<file path="src/rtl/lfsr_region_scheduler.sv">
// Steps one lfsr_param generator through a list of seed regions (seed = base + k*stride), throttles it
// from downstream back-pressure and counts its valid words. Optional watchdog: define SCHED_TIMEOUT_EN.
module lfsr_region_scheduler #(
    parameter int N         = 64,
    parameter int IDX_W     = 16,
    parameter int CNT_W     = 48,
    parameter int TIMEOUT_W = 32
) (
    input  logic                 clk,
    input  logic                 rst,
    input  logic                 cmd_start,
    input  logic                 cmd_abort,
    input  logic [N-1:0]         base_seed,
    input  logic [N-1:0]         seed_stride,
    input  logic [IDX_W-1:0]     num_regions,
    input  logic [N-1:0]         polynomial,
    input  logic [TIMEOUT_W-1:0] timeout_cycles,
    input  logic                 out_almost_full,
    output logic                 lfsr_start,
    output logic                 lfsr_pause,
    output logic                 lfsr_reset_counter,
    output logic [N-1:0]         lfsr_seed,
    output logic [N-1:0]         lfsr_poly,
    input  logic                 lfsr_valid,
    input  logic                 lfsr_done,
    output logic                 busy,
    output logic [IDX_W-1:0]     region_idx,
    output logic [CNT_W-1:0]     msg_count,
    output logic                 run_done,
    output logic                 aborted
);

    typedef enum logic [2:0] {IDLE, LOAD, START, RUN, RELOAD, ABORT, DONE} state_t;

    state_t           state_reg, state_next;
    logic [N-1:0]     seed_reg, seed_next;
    logic [N-1:0]     stride_reg, stride_next;
    logic [N-1:0]     poly_reg, poly_next;
    logic [IDX_W-1:0] num_reg, num_next;
    logic [IDX_W-1:0] idx_reg, idx_next;
    logic [CNT_W-1:0] count_reg, count_next;
    logic             run_done_reg, run_done_next;
    logic             aborted_reg, aborted_next;
    logic             timeout_hit;

`ifdef SCHED_TIMEOUT_EN
    logic [TIMEOUT_W-1:0] wd_reg, wd_next;

    // In RUN the pause output equals out_almost_full, so the watchdog reads the input directly.
    always_comb begin
        wd_next     = wd_reg;
        timeout_hit = 1'b0;
        if (state_reg == START) begin
            wd_next = '0;
        end else if (state_reg == RUN && !out_almost_full) begin
            wd_next     = wd_reg + TIMEOUT_W'(1);
            timeout_hit = (timeout_cycles != '0) && (wd_next >= timeout_cycles);
        end
    end

    always_ff @(posedge clk or posedge rst) begin
        if (rst) begin
            wd_reg <= '0;
        end else begin
            wd_reg <= wd_next;
        end
    end
`else
    logic unused_timeout;
    assign unused_timeout = ^timeout_cycles;
    assign timeout_hit    = 1'b0;
`endif

    always_comb begin
        state_next         = state_reg;
        seed_next          = seed_reg;
        stride_next        = stride_reg;
        poly_next          = poly_reg;
        num_next           = num_reg;
        idx_next           = idx_reg;
        count_next         = count_reg;
        run_done_next      = run_done_reg;
        aborted_next       = aborted_reg;
        lfsr_start         = 1'b0;
        lfsr_pause         = 1'b0;
        lfsr_reset_counter = 1'b0;
        busy               = 1'b0;
        case (state_reg)
            IDLE: begin
                if (cmd_start) begin
                    seed_next     = base_seed;
                    stride_next   = seed_stride;
                    poly_next     = polynomial;
                    num_next      = num_regions;
                    idx_next      = '0;
                    count_next    = '0;
                    run_done_next = 1'b0;
                    aborted_next  = 1'b0;
                    state_next    = (num_regions == '0) ? DONE : LOAD;
                end
            end
            LOAD: begin
                busy       = 1'b1;
                state_next = cmd_abort ? ABORT : START;
            end
            START: begin
                busy       = 1'b1;
                lfsr_start = 1'b1;
                state_next = cmd_abort ? ABORT : RUN;
            end
            RUN: begin
                busy       = 1'b1;
                lfsr_pause = out_almost_full;
                if (lfsr_valid && count_reg != '1) begin
                    count_next = count_reg + CNT_W'(1);
                end
                // Abort (host or watchdog) takes priority over a simultaneous region completion.
                if (cmd_abort || timeout_hit) begin
                    state_next = ABORT;
                end else if (lfsr_done) begin
                    if (idx_reg == num_reg - IDX_W'(1)) begin
                        state_next = DONE;
                    end else begin
                        seed_next  = seed_reg + stride_reg;
                        idx_next   = idx_reg + IDX_W'(1);
                        state_next = RELOAD;
                    end
                end
            end
            RELOAD: begin
                busy               = 1'b1;
                lfsr_reset_counter = 1'b1;
                state_next         = cmd_abort ? ABORT : LOAD;
            end
            ABORT: begin
                lfsr_reset_counter = 1'b1;
                aborted_next       = 1'b1;
                state_next         = IDLE;
            end
            DONE: begin
                run_done_next = 1'b1;
                state_next    = IDLE;
            end
            default: state_next = IDLE;
        endcase
    end

    always_ff @(posedge clk or posedge rst) begin
        if (rst) begin
            state_reg    <= IDLE;
            seed_reg     <= '0;
            stride_reg   <= '0;
            poly_reg     <= '0;
            num_reg      <= '0;
            idx_reg      <= '0;
            count_reg    <= '0;
            run_done_reg <= 1'b0;
            aborted_reg  <= 1'b0;
        end else begin
            state_reg    <= state_next;
            seed_reg     <= seed_next;
            stride_reg   <= stride_next;
            poly_reg     <= poly_next;
            num_reg      <= num_next;
            idx_reg      <= idx_next;
            count_reg    <= count_next;
            run_done_reg <= run_done_next;
            aborted_reg  <= aborted_next;
        end
    end

    // The seed register already holds the next region's seed during RELOAD.
    assign lfsr_seed  = seed_reg;
    assign lfsr_poly  = poly_reg;
    assign region_idx = idx_reg;
    assign msg_count  = count_reg;
    assign run_done   = run_done_reg;
    assign aborted    = aborted_reg;

endmodule

</file>
<file path="config.mk">
export PLATFORM = sky130hd
export DESIGN_NAME = lfsr_region_scheduler
export DESIGN_NICKNAME = d
export VERILOG_FILES = /design/src/rtl/lfsr_region_scheduler.sv
export SDC_FILE = /design/constraint.sdc
export NUM_CORES = 1
export LEC_CHECK = 0
export CAP_MARGIN = 30
export CORE_AREA = 3 3 236 238
export CTS_CLUSTER_DIAMETER = 40
export CTS_CLUSTER_SIZE = 30
export DETAILED_ROUTE_END_ITERATION = 6
export DIE_AREA = 0 0 239 241
export GPL_ROUTABILITY_DRIVEN = 0
export GPL_TIMING_DRIVEN = 0
export SYNTH_ARGS = -nofsm -noshare
export SYNTH_HDL_FRONTEND = slang
export SYNTH_SLANG_ARGS = --single-unit
</file>
<file path="constraint.sdc">
create_clock -name clk -period 13.2 [get_ports clk]
set_input_delay 2.64 -clock clk [delete_from_list [all_inputs] [get_ports clk]]
set_output_delay 2.64 -clock clk [all_outputs]
set_load 0.05 [all_outputs]
</file>
==> run_results.csv, run 1 <==
group,metric,value,unit
run_status,status,"finished, final reports clean",
sta,hold_slack,469,ps
layout,fin_area,23200,µm²
floorplanning,die_h,241,µm
clock_network,cts.clk_slew.worst_paths,50,ps
clock_network,cts_setup_buffers,0,
sta,rsz0062_at_grt,"no",
sta,clock-skew-final,35.0,ps
synth,ys_top_cells_by_area,"dfrtp_1 43%, nand2_1 14%, ha_1 5.1%",
worst_setup_path,cp-start-kind,"input port",
worst_setup_path,crit_type,"in -> out",
sta,slew_viol_final,0,
clock_network,h-tree-depth,2,
layout,final_common_cell,"nand2_1",
sta,hold_viol_final,0,
clock_network,numCtsBuffers,56,
floorplanning,start_util,29.9,%
sta,setup_violations,0,
worst_setup_path,startpoint,"out_almost_full",
synth,synth_flop_cell,"dfrtp_1",
worst_hold_path,hold_start,"lfsr_poly[59]$_DFFE_PP0P_",
synth,ys_warn_count,0,
synth,synthCells,1972,
placement,place_area,21200,µm²
grt,grt_antenna_before_repair,6,
synth,synth_area_leader_cell,"dfrtp_1",
worst_hold_path,min_path_type,"reg -> reg",
sta,post-route-min-period,6650,ps
floorplanning,placementRows,85,
worst_setup_path,critPathMaxFanout,1,
synth,synth_edf_count,0,
drt,routed_wl,59600,µm
power,max-vdd-ir-drop,161,µV
worst_setup_path,cp.required,10560,ps
grt,grt_pass1_vias,16200,
power,power_density,279,nW/µm²
synth,async_flop_share,100,%
synth,synth_area_per_cell,8.15,µm²
floorplanning,die_x,239,µm
layout,final_cell_mix,"586 x nand2_1, 412 x clkdlybuf4s50_1, 277 x dfrtp_1",
clock_network,cts_tree,"yes",
clock_network,cts.sinks,277,
drt,antenna_left,0,
drt,dr.pass1.iters,7,
sta,worst_slack,6550,ps
worst_setup_path,arrival,4010,ps
floorplanning,ios,445,
grt,grt_pass1_wl,90600,µm
drt,wl_per_cell,18.7,µm
clock_network,ctsHoldBuffers,0,
layout,fill_cells,5307,
layout,multi_input_area,8630,µm²
drt,vias_per_cell,5.02,
clock_network,cts_resized,0,
sta,slew_headroom,37.1,%
drt,drc,0,
grt,grtUsageTotal,20.0,%
grt,grt_max_degree,114,
flow_run,drv_cap,0,
placement,io_buffers,412,
worst_setup_path,r2r_cells,11,
drt,drtIter0Drc,1115,
sta,finalCritPeriodShare,50.4,%
placement,hpwl,45500,µm
sta,max_freq,150,MHz
layout,regArea,6930,µm²
layout,layout-drive-gt1-share,5.73,%
sta,tightest_slew,943,ps
clock_network,clk_latency,600,ps
synth,synth_cell_types,71,
sta,setup_tns,0,ps
layout,syn_to_final_growth,44.6,%
worst_setup_path,cp-end-kind,"output port",
placement,pre_cts_ws,6540,ps
drt,vias,16000,
clock_network,clock_path_buffers,3,
floorplanning,core,53800,µm²
clock_network,root_buffer,"clkbuf_16",
power,leakagePower,10.5,nW
floorplanning,die_area,57600,µm²
synth,syn_nets,2286,
synth,ys_seq_area_share,43.1,%
synth,yosysTopAreaCellShare,43.1,%
synth,syn_area,16100,µm²
synth,ys_seq_elements,277,
worst_hold_path,hold_depth,2,
worst_setup_path,reg2reg_from,"num_reg[0]$_DFFE_PP0P_",
layout,final_net_count,2761,
grt,overflow,0,
[kinds of logic after synthesis]
family	synth area share (%)
fa+ha+maj	5.26
xor+xnor	6.86
buf+inv	3.24
compound gates	15.2
simple gates	25.6
flops	43.1
mux	0.770
[Yosys cell counts (11+ instances only)]
| master | count |
|---|---|
| dfrtp_1 | 277 |
| nor2_1 | 164 |
| a21oi_1 | 137 |
| nand4_1 | 33 |
| a31oi_1 | 15 |
| nor3_1 | 33 |
| inv_1 | 24 |
| and3_1 | 18 |
| o21ai_0 | 101 |
| xor2_1 | 64 |
| clkbuf_1 | 90 |
| o21bai_1 | 12 |
| nor4_1 | 15 |
| xnor2_1 | 62 |
| nand2_1 | 586 |
| o21a_1 | 14 |
| o31ai_1 | 11 |
| ha_1 | 66 |
| nand3_1 | 35 |
| a21o_1 | 43 |
| or3_1 | 21 |
[path summary, 6_finish.rpt]
path | to | slack, ps
max | lfsr_pause | 6550
min | lfsr_poly[59]$_DFFE_PP0P_ | 470
max reg2reg | lfsr_seed[58]$_DFFE_PP0P_ | 8880
min reg2reg | lfsr_poly[59]$_DFFE_PP0P_ | 470
max in group asynchronous | stride_reg[62]$_DFFE_PP0P_ | 9580
min in group asynchronous | lfsr_poly[56]$_DFFE_PP0P_ | 2630
[critical path, cell delays in order]
cell and delay (ps):
clkdlybuf4s50_1 460, and2_1 120, clkdlybuf4s50_1 800
[per-stage QoR]
stage	util [%]	std cells	power [W]
final	43.2	3193	0.00649
after global routing	43.2	3191	0.00692
after CTS	43.2	3191	0.00653
after detailed placement	39.4	3085	0.00495
after global placement	39.2	3080	0.00489
after floorplan	-	1972	0.00382
[area by class of cell]
type	instances	area share (%)
Clock buffer	61	6.29
Buffer	106	1.86
Sequential cell	277	29.8
Inverter	24	0.420
Multi-Input combinational cell	1565	37.1
Clock inverter	45	2.58
Timing Repair Buffer	417	18.2
Antenna cell	2	0.0215
Tap cell	696	3.75
[where the power goes]
group	internal [W]	switching (W)	leakage, nW	total (W)
clock network	0.00101	0.000525	1.00	0.00154
registers	0.00117	0.000265	3.53	0.00143
logic	0.00123	0.00230	5.92	0.00353
total	0.00341	0.00309	10.5	0.00649
[metal layers]
layer,GRT usage [%],vias to the layer above,wire (µm)
met5,0,-,58
met4,7.73,8,2000
met3,5.35,126,4440
met2,34.0,549,28200
met1,24.4,7634,25000
li1,-,7696,-
Note: power is estimated with default switching activity, not from simulation.
==> inputs of run 2 (changes only) <==
==> constraint.sdc (replaced) <==
create_clock -name clk -period 6.96 [get_ports clk]
set_input_delay 1.392 -clock clk [delete_from_list [all_inputs] [get_ports clk]]
set_output_delay 1.392 -clock clk [all_outputs]
set_load 0.05 [all_outputs]
==> run 2 against run 1 <==
  * Sequential power up 90%
  * Non-clock buffer count up 5
  * Sequential share of layout area shrank 0.29 points
  * Clock skew decreased by 11 ps
  * Final cell count rose by 0.50%
==> run_results.csv, run 2 (synthesis results as in run 1) <==
group,metric,value,unit
drt,drc,0,
worst_setup_path,r2r-end,"lfsr_seed[45]$_DFFE_PP0P_",
power,power_density,530,nW/µm²
worst_hold_path,hold_start,"lfsr_poly[63]$_DFFE_PP0P_",
grt,grt_pass1_wl,91700,µm
clock_network,cts_resized,0,
worst_setup_path,cp.required,5570,ps
sta,slew_headroom,33.4,%
layout,regArea,6930,µm²
clock_network,root_buffer,"clkbuf_16",
worst_setup_path,critPathMaxFanout,10,
sta,post-route-min-period,4770,ps
clock_network,clock_path_buffers,3,
worst_hold_path,min_delay_worst_endpoint,"lfsr_poly[63]$_DFFE_PP0P_",
sta,hold_viol_final,0,
run_status,status,"finished, final reports clean",
clock_network,cts.sinks,277,
layout,final_common_cell,"nand2_1",
layout,fin_area,23500,µm²
floorplanning,die_x,239,µm
floorplanning,placementRows,85,
drt,vias_per_cell,5.00,
layout,multi_input_area,8630,µm²
grt,grt_pass1_vias,16300,
layout,fin_cells,3209,
worst_setup_path,crit_path_top_delay_cell,"clkdlybuf4s50_1",
worst_setup_path,cpPeakStageDelay,790,ps
drt,dr.pass1.iters,5,
sta,slew_viol_final,0,
drt,drtIter0Drc,1133,
worst_setup_path,reg2reg_slack,2670,ps
layout,layout-drive-gt1-share,6.33,%
drt,wl_per_cell,18.6,µm
worst_setup_path,path_cells,"buf_2 > nand2_1 > nor2_2 > clkbuf_1 > buf_8 > and2_1 > clkdlybuf4s50_1",
floorplanning,core,53800,µm²
layout,fill_cells,5311,
floorplanning,start_util,29.9,%
grt,grt_antenna_before_repair,7,
placement,hpwl,45700,µm
grt,overflow,0,
layout,syn_to_final_growth,46.0,%
drt,routed_wl,59700,µm
sta,tightest_slew,1000,ps
power,leakagePower,10.5,nW
clock_network,h-tree-depth,2,
worst_hold_path,min_path_type,"reg -> reg",
drt,antenna_left,0,
worst_setup_path,crit_buf_inv,4,
power,max-vdd-ir-drop,297,µV
floorplanning,ios,445,
worst_setup_path,crit_type,"reg -> out",
placement,place_area,21300,µm²
layout,final_cell_mix,"586 x nand2_1, 412 x clkdlybuf4s50_1, 277 x dfrtp_1",
clock_network,cts_tree,"yes",
clock_network,numCtsBuffers,61,
worst_setup_path,r2r_cells,11,
worst_setup_path,cp-end-kind,"output port",
sta,rsz0062_at_grt,"no",
sta,max_freq,210,MHz
clock_network,ctsHoldBuffers,0,
sta,clock-skew-final,23.6,ps
layout,final_net_count,2771,
clock_network,clk_latency,620,ps
drt,vias,16100,
grt,grtUsageTotal,20.2,%
worst_setup_path,reg2reg_from,"num_reg[0]$_DFFE_PP0P_",
sta,finalCritPeriodShare,68.5,%
worst_setup_path,cp-start-kind,"register",
flow_run,drv_cap,0,
grt,grt_max_degree,41,
floorplanning,die_h,241,µm
worst_setup_path,critPathTopFamily,"buffers and inverters",
floorplanning,die_area,57600,µm²
clock_network,cts_setup_buffers,0,
clock_network,cts.clk_slew.worst_paths,50,ps
worst_hold_path,hold_depth,2,
placement,io_buffers,412,
placement,place_inst,3090,
sta,setup_violations,0,
worst_setup_path,arrival,3380,ps
run 2: cell types whose count changed in the layout (fill, tap and decap cells not counted):
cell	before	now
buf_12	0	7
buf_16	2	0
bufinv_16	10	7
clkbuf_1	92	91
clkbuf_16	57	61
clkbuf_8	2	5
clkinv_16	1	3
clkinv_2	6	8
clkinv_4	12	6
clkinvlp_4	4	12
diode_2	2	3
inv_6	12	10
inv_8	1	4
run 2: cell type report:
cell class,count,area share (%)
sequential,277,29.5
clock inverter,49,2.59
antenna,3,0.0320
buffer,106,1.84
clock buffer,67,6.81
timing repair buffer,422,18.4
inverter,24,0.400
tap,696,3.71
multi-input combinational,1565,36.7
run 2: layer usage:
metal | track usage [%] | routed length (µm) | up-vias
li1 | - | - | 7724
met1 | 25.1 | 24900 | 7606
met2 | 34.1 | 28100 | 581
met3 | 5.09 | 4510 | 138
met4 | 7.44 | 2100 | 10
met5 | 0 | 69 | -
run 2: power by group:
part	switching (W)	total [W]	internal (W)
clock	0.00107	0.00303	0.00196
combinational	0.00435	0.00669	0.00234
sequential	0.000502	0.00271	0.00221
run 2: worst reg2reg max path, cell delays in order (launching register included):
cell and delay [ps]:
dfrtp_1 420, inv_1 90, ha_1 250, or4b_1 450
clkbuf_1 230, o311a_1 390, o31ai_1 290, a211oi_2 140
nor2_1 660, buf_2 500, buf_1 550, a31oi_1 180
run 2: worst max path at each step:
stage          slack [ps]                startpoint  cells after the start                         to
2_1_floorplan        1900                       rst                      1        aborted$_DFFE_PP0P_
3_3_place_gp         -440                       rst                      2  lfsr_seed[24]$_DFFE_PP0P_
3_5_place_dp         2480                 cmd_start                     10  msg_count[33]$_DFFE_PP0P_
4_1_cts              2060  state_reg[0]$_DFFE_PP0P_                      7                 lfsr_pause
5_1_grt              2000  state_reg[0]$_DFFE_PP0P_                      7                 lfsr_pause
6_report             2190  state_reg[0]$_DFFE_PP0P_                      7                 lfsr_pause
run 2: metrics by stage:
stage | worst slack (ps) | power, W | hold slack (ps) | setup TNS [ps] | utilization (%)
floorplan | 1900 | 0.00725 | 450 | 0 | -
global route | 2000 | 0.0133 | 493 | 0 | 43.6
global placement | -442 | 0.00929 | 460 | -111000 | 39.2
detailed placement | 2480 | 0.00939 | 461 | 0 | 39.5
CTS | 2060 | 0.0125 | 475 | 0 | 43.6
finish | 2190 | 0.0124 | 471 | 0 | 43.6
==> inputs of run 3 (changes only) <==
==> constraint.sdc (replaced) <==
create_clock -name clk -period 4.55 [get_ports clk]
set_input_delay 0.91 -clock clk [delete_from_list [all_inputs] [get_ports clk]]
set_output_delay 0.91 -clock clk [all_outputs]
set_load 0.05 [all_outputs]
==> run 3 against run 2 <==
  * Design area is essentially flat
  * Hold slack about the same
  * Critical path depth is the same
  * Utilization about the same
  * First-iteration DRC count about the same
  * Global-route usage unchanged
  * Wire length is essentially flat
  * Register-to-register slack lost 2300 ps
  * Final cell count stayed put
  * Clock skew increased by 0.51 ps
  * Critical endpoint unchanged
  * Highest routed layer unchanged
==> run_results.csv, run 3 (synthesis results as in run 1) <==
group,metric,value,unit
drt,routed_wl,59700,µm
grt,grt_pass1_wl,91700,µm
worst_setup_path,cp-end-kind,"output port",
sta,max_freq,233,MHz
sta,tightest_slew,1000,ps
clock_network,root_buffer,"clkbuf_16",
sta,setup_tns,0,ps
clock_network,clock_path_buffers,3,
sta,setup_violations,0,
worst_hold_path,hold_depth,2,
worst_setup_path,crit_type,"reg -> out",
layout,regArea,6930,µm²
grt,grtUsageTotal,20.2,%
worst_setup_path,reg2reg_from,"lfsr_seed[0]$_DFFE_PP0P_",
drt,wl_per_cell,18.6,µm
layout,final_cell_mix,"586 x nand2_1, 412 x clkdlybuf4s50_1, 277 x dfrtp_1",
power,max-vdd-ir-drop,454,µV
placement,hpwl,45700,µm
drt,drc,0,
worst_setup_path,r2r-end,"lfsr_seed[56]$_DFFE_PP0P_",
worst_hold_path,min_path_type,"reg -> reg",
flow_run,drv_cap,0,
layout,final_common_cell,"nand2_1",
floorplanning,core,53800,µm²
power,power_density,810,nW/µm²
layout,fill_cells,5311,
drt,drtIter0Drc,1132,
sta,rsz0062_at_grt,"no",
grt,grt_pass1_vias,16300,
clock_network,clk_latency,620,ps
grt,overflow,0,
sta,post-route-min-period,4290,ps
placement,io_buffers,412,
floorplanning,placementRows,85,
grt,grt_antenna_before_repair,7,
worst_hold_path,min_delay_worst_endpoint,"lfsr_poly[63]$_DFFE_PP0P_",
floorplanning,die_x,239,µm
worst_setup_path,r2r_cells,13,
drt,vias_per_cell,5.00,
worst_setup_path,critPathMaxFanout,10,
sta,hold_slack,471,ps
layout,layout-drive-gt1-share,6.37,%
run_status,status,"finished, final reports clean",
clock_network,cts.sinks,277,
worst_hold_path,hold_start,"lfsr_poly[63]$_DFFE_PP0P_",
power,leakagePower,10.5,nW
sta,clock-skew-final,24.1,ps
layout,multi_input_area,8630,µm²
drt,vias,16100,
sta,slew_viol_final,0,
clock_network,cts_tree,"yes",
sta,finalCritPeriodShare,94.3,%
sta,slew_headroom,33.3,%
drt,antenna_left,0,
floorplanning,die_area,57600,µm²
grt,grt_max_degree,41,
worst_setup_path,cp-start-kind,"register",
worst_setup_path,reg2reg_slack,410,ps
sta,hold_viol_final,0,
clock_network,ctsHoldBuffers,0,
floorplanning,die_h,241,µm
layout,syn_to_final_growth,46.0,%
floorplanning,ios,445,
clock_network,cts.clk_slew.worst_paths,50,ps
floorplanning,start_util,29.9,%
worst_setup_path,cp.required,3640,ps
layout,final_net_count,2771,
clock_network,h-tree-depth,2,
drt,dr.pass1.iters,5,
worst_setup_path,arrival,3380,ps
layout,utilization,43.6,%
clock_network,numCtsBuffers,61,
run 3: worst max path at each step:
stage                             startpoint                         to  slack [ps]  cells past startpoint
floorplan                                rst        aborted$_DFFE_PP0P_         -30                      1
global placement                         rst  lfsr_seed[24]$_DFFE_PP0P_       -2370                      2
detailed placement    num_reg[0]$_DFFE_PP0P_  lfsr_seed[45]$_DFFE_PP0P_         170                     11
CTS                 state_reg[0]$_DFFE_PP0P_                 lfsr_pause         130                      7
global route        state_reg[0]$_DFFE_PP0P_                 lfsr_pause          80                      7
finish              state_reg[0]$_DFFE_PP0P_                 lfsr_pause         260                      7
run 3: through the flow:
step                instances  worst slack, ps  total power, W  area (µm²)
floorplan                1972            -25.4          0.0111       16100
detailed placement       3090              171          0.0144       21300
global placement         3080            -2370          0.0142       21100
global route             3207             75.5          0.0203       23500
CTS                      3206              130          0.0192       23500
finish                   3209              261          0.0190       23500
run 3: critical path, stage by stage, from the launching register on:
cell and delay, ps:
dfrtp_1 320, buf_2 210, nand2_1 120, nor2_2 630
clkbuf_1 340, buf_8 210, and2_1 140, clkdlybuf4s50_1 790
run 3: timing repair:
item / 4_1_cts / 5_1_grt
endpoints found under the setup margin: 0 / 5
endpoints found under the hold margin: 0 / 0
resized for setup: 0 / 1
setup buffers: 0 / 0
run 3: area by class of cell:
cell class | instances | share of cell area (%)
plain buffers | 106 | 1.84
clock inverters | 49 | 2.59
diodes | 3 | 0.0320
clock buffers | 67 | 6.81
flip-flops and latches | 277 | 29.5
repair buffers | 422 | 18.4
inverters | 24 | 0.400
well taps | 696 | 3.71
multi-input cells | 1565 | 36.8
run 3: metal layers:
layer / part of all wire [%] / vias to the layer above / GRT usage [%]
li1: - / 7724 / -
met1: 41 / 7588 / 25.1
met2: 47 / 594 / 34.1
met3: 7.8 / 137 / 5.09
met4: 3.5 / 10 / 7.44
met5: 0.12 / - / 0
run 3: report_power, final:
part | switching [W] | internal, W | total, W
registers | 0.000767 | 0.00338 | 0.00415
logic | 0.00666 | 0.00358 | 0.0102
clock network | 0.00164 | 0.00300 | 0.00463
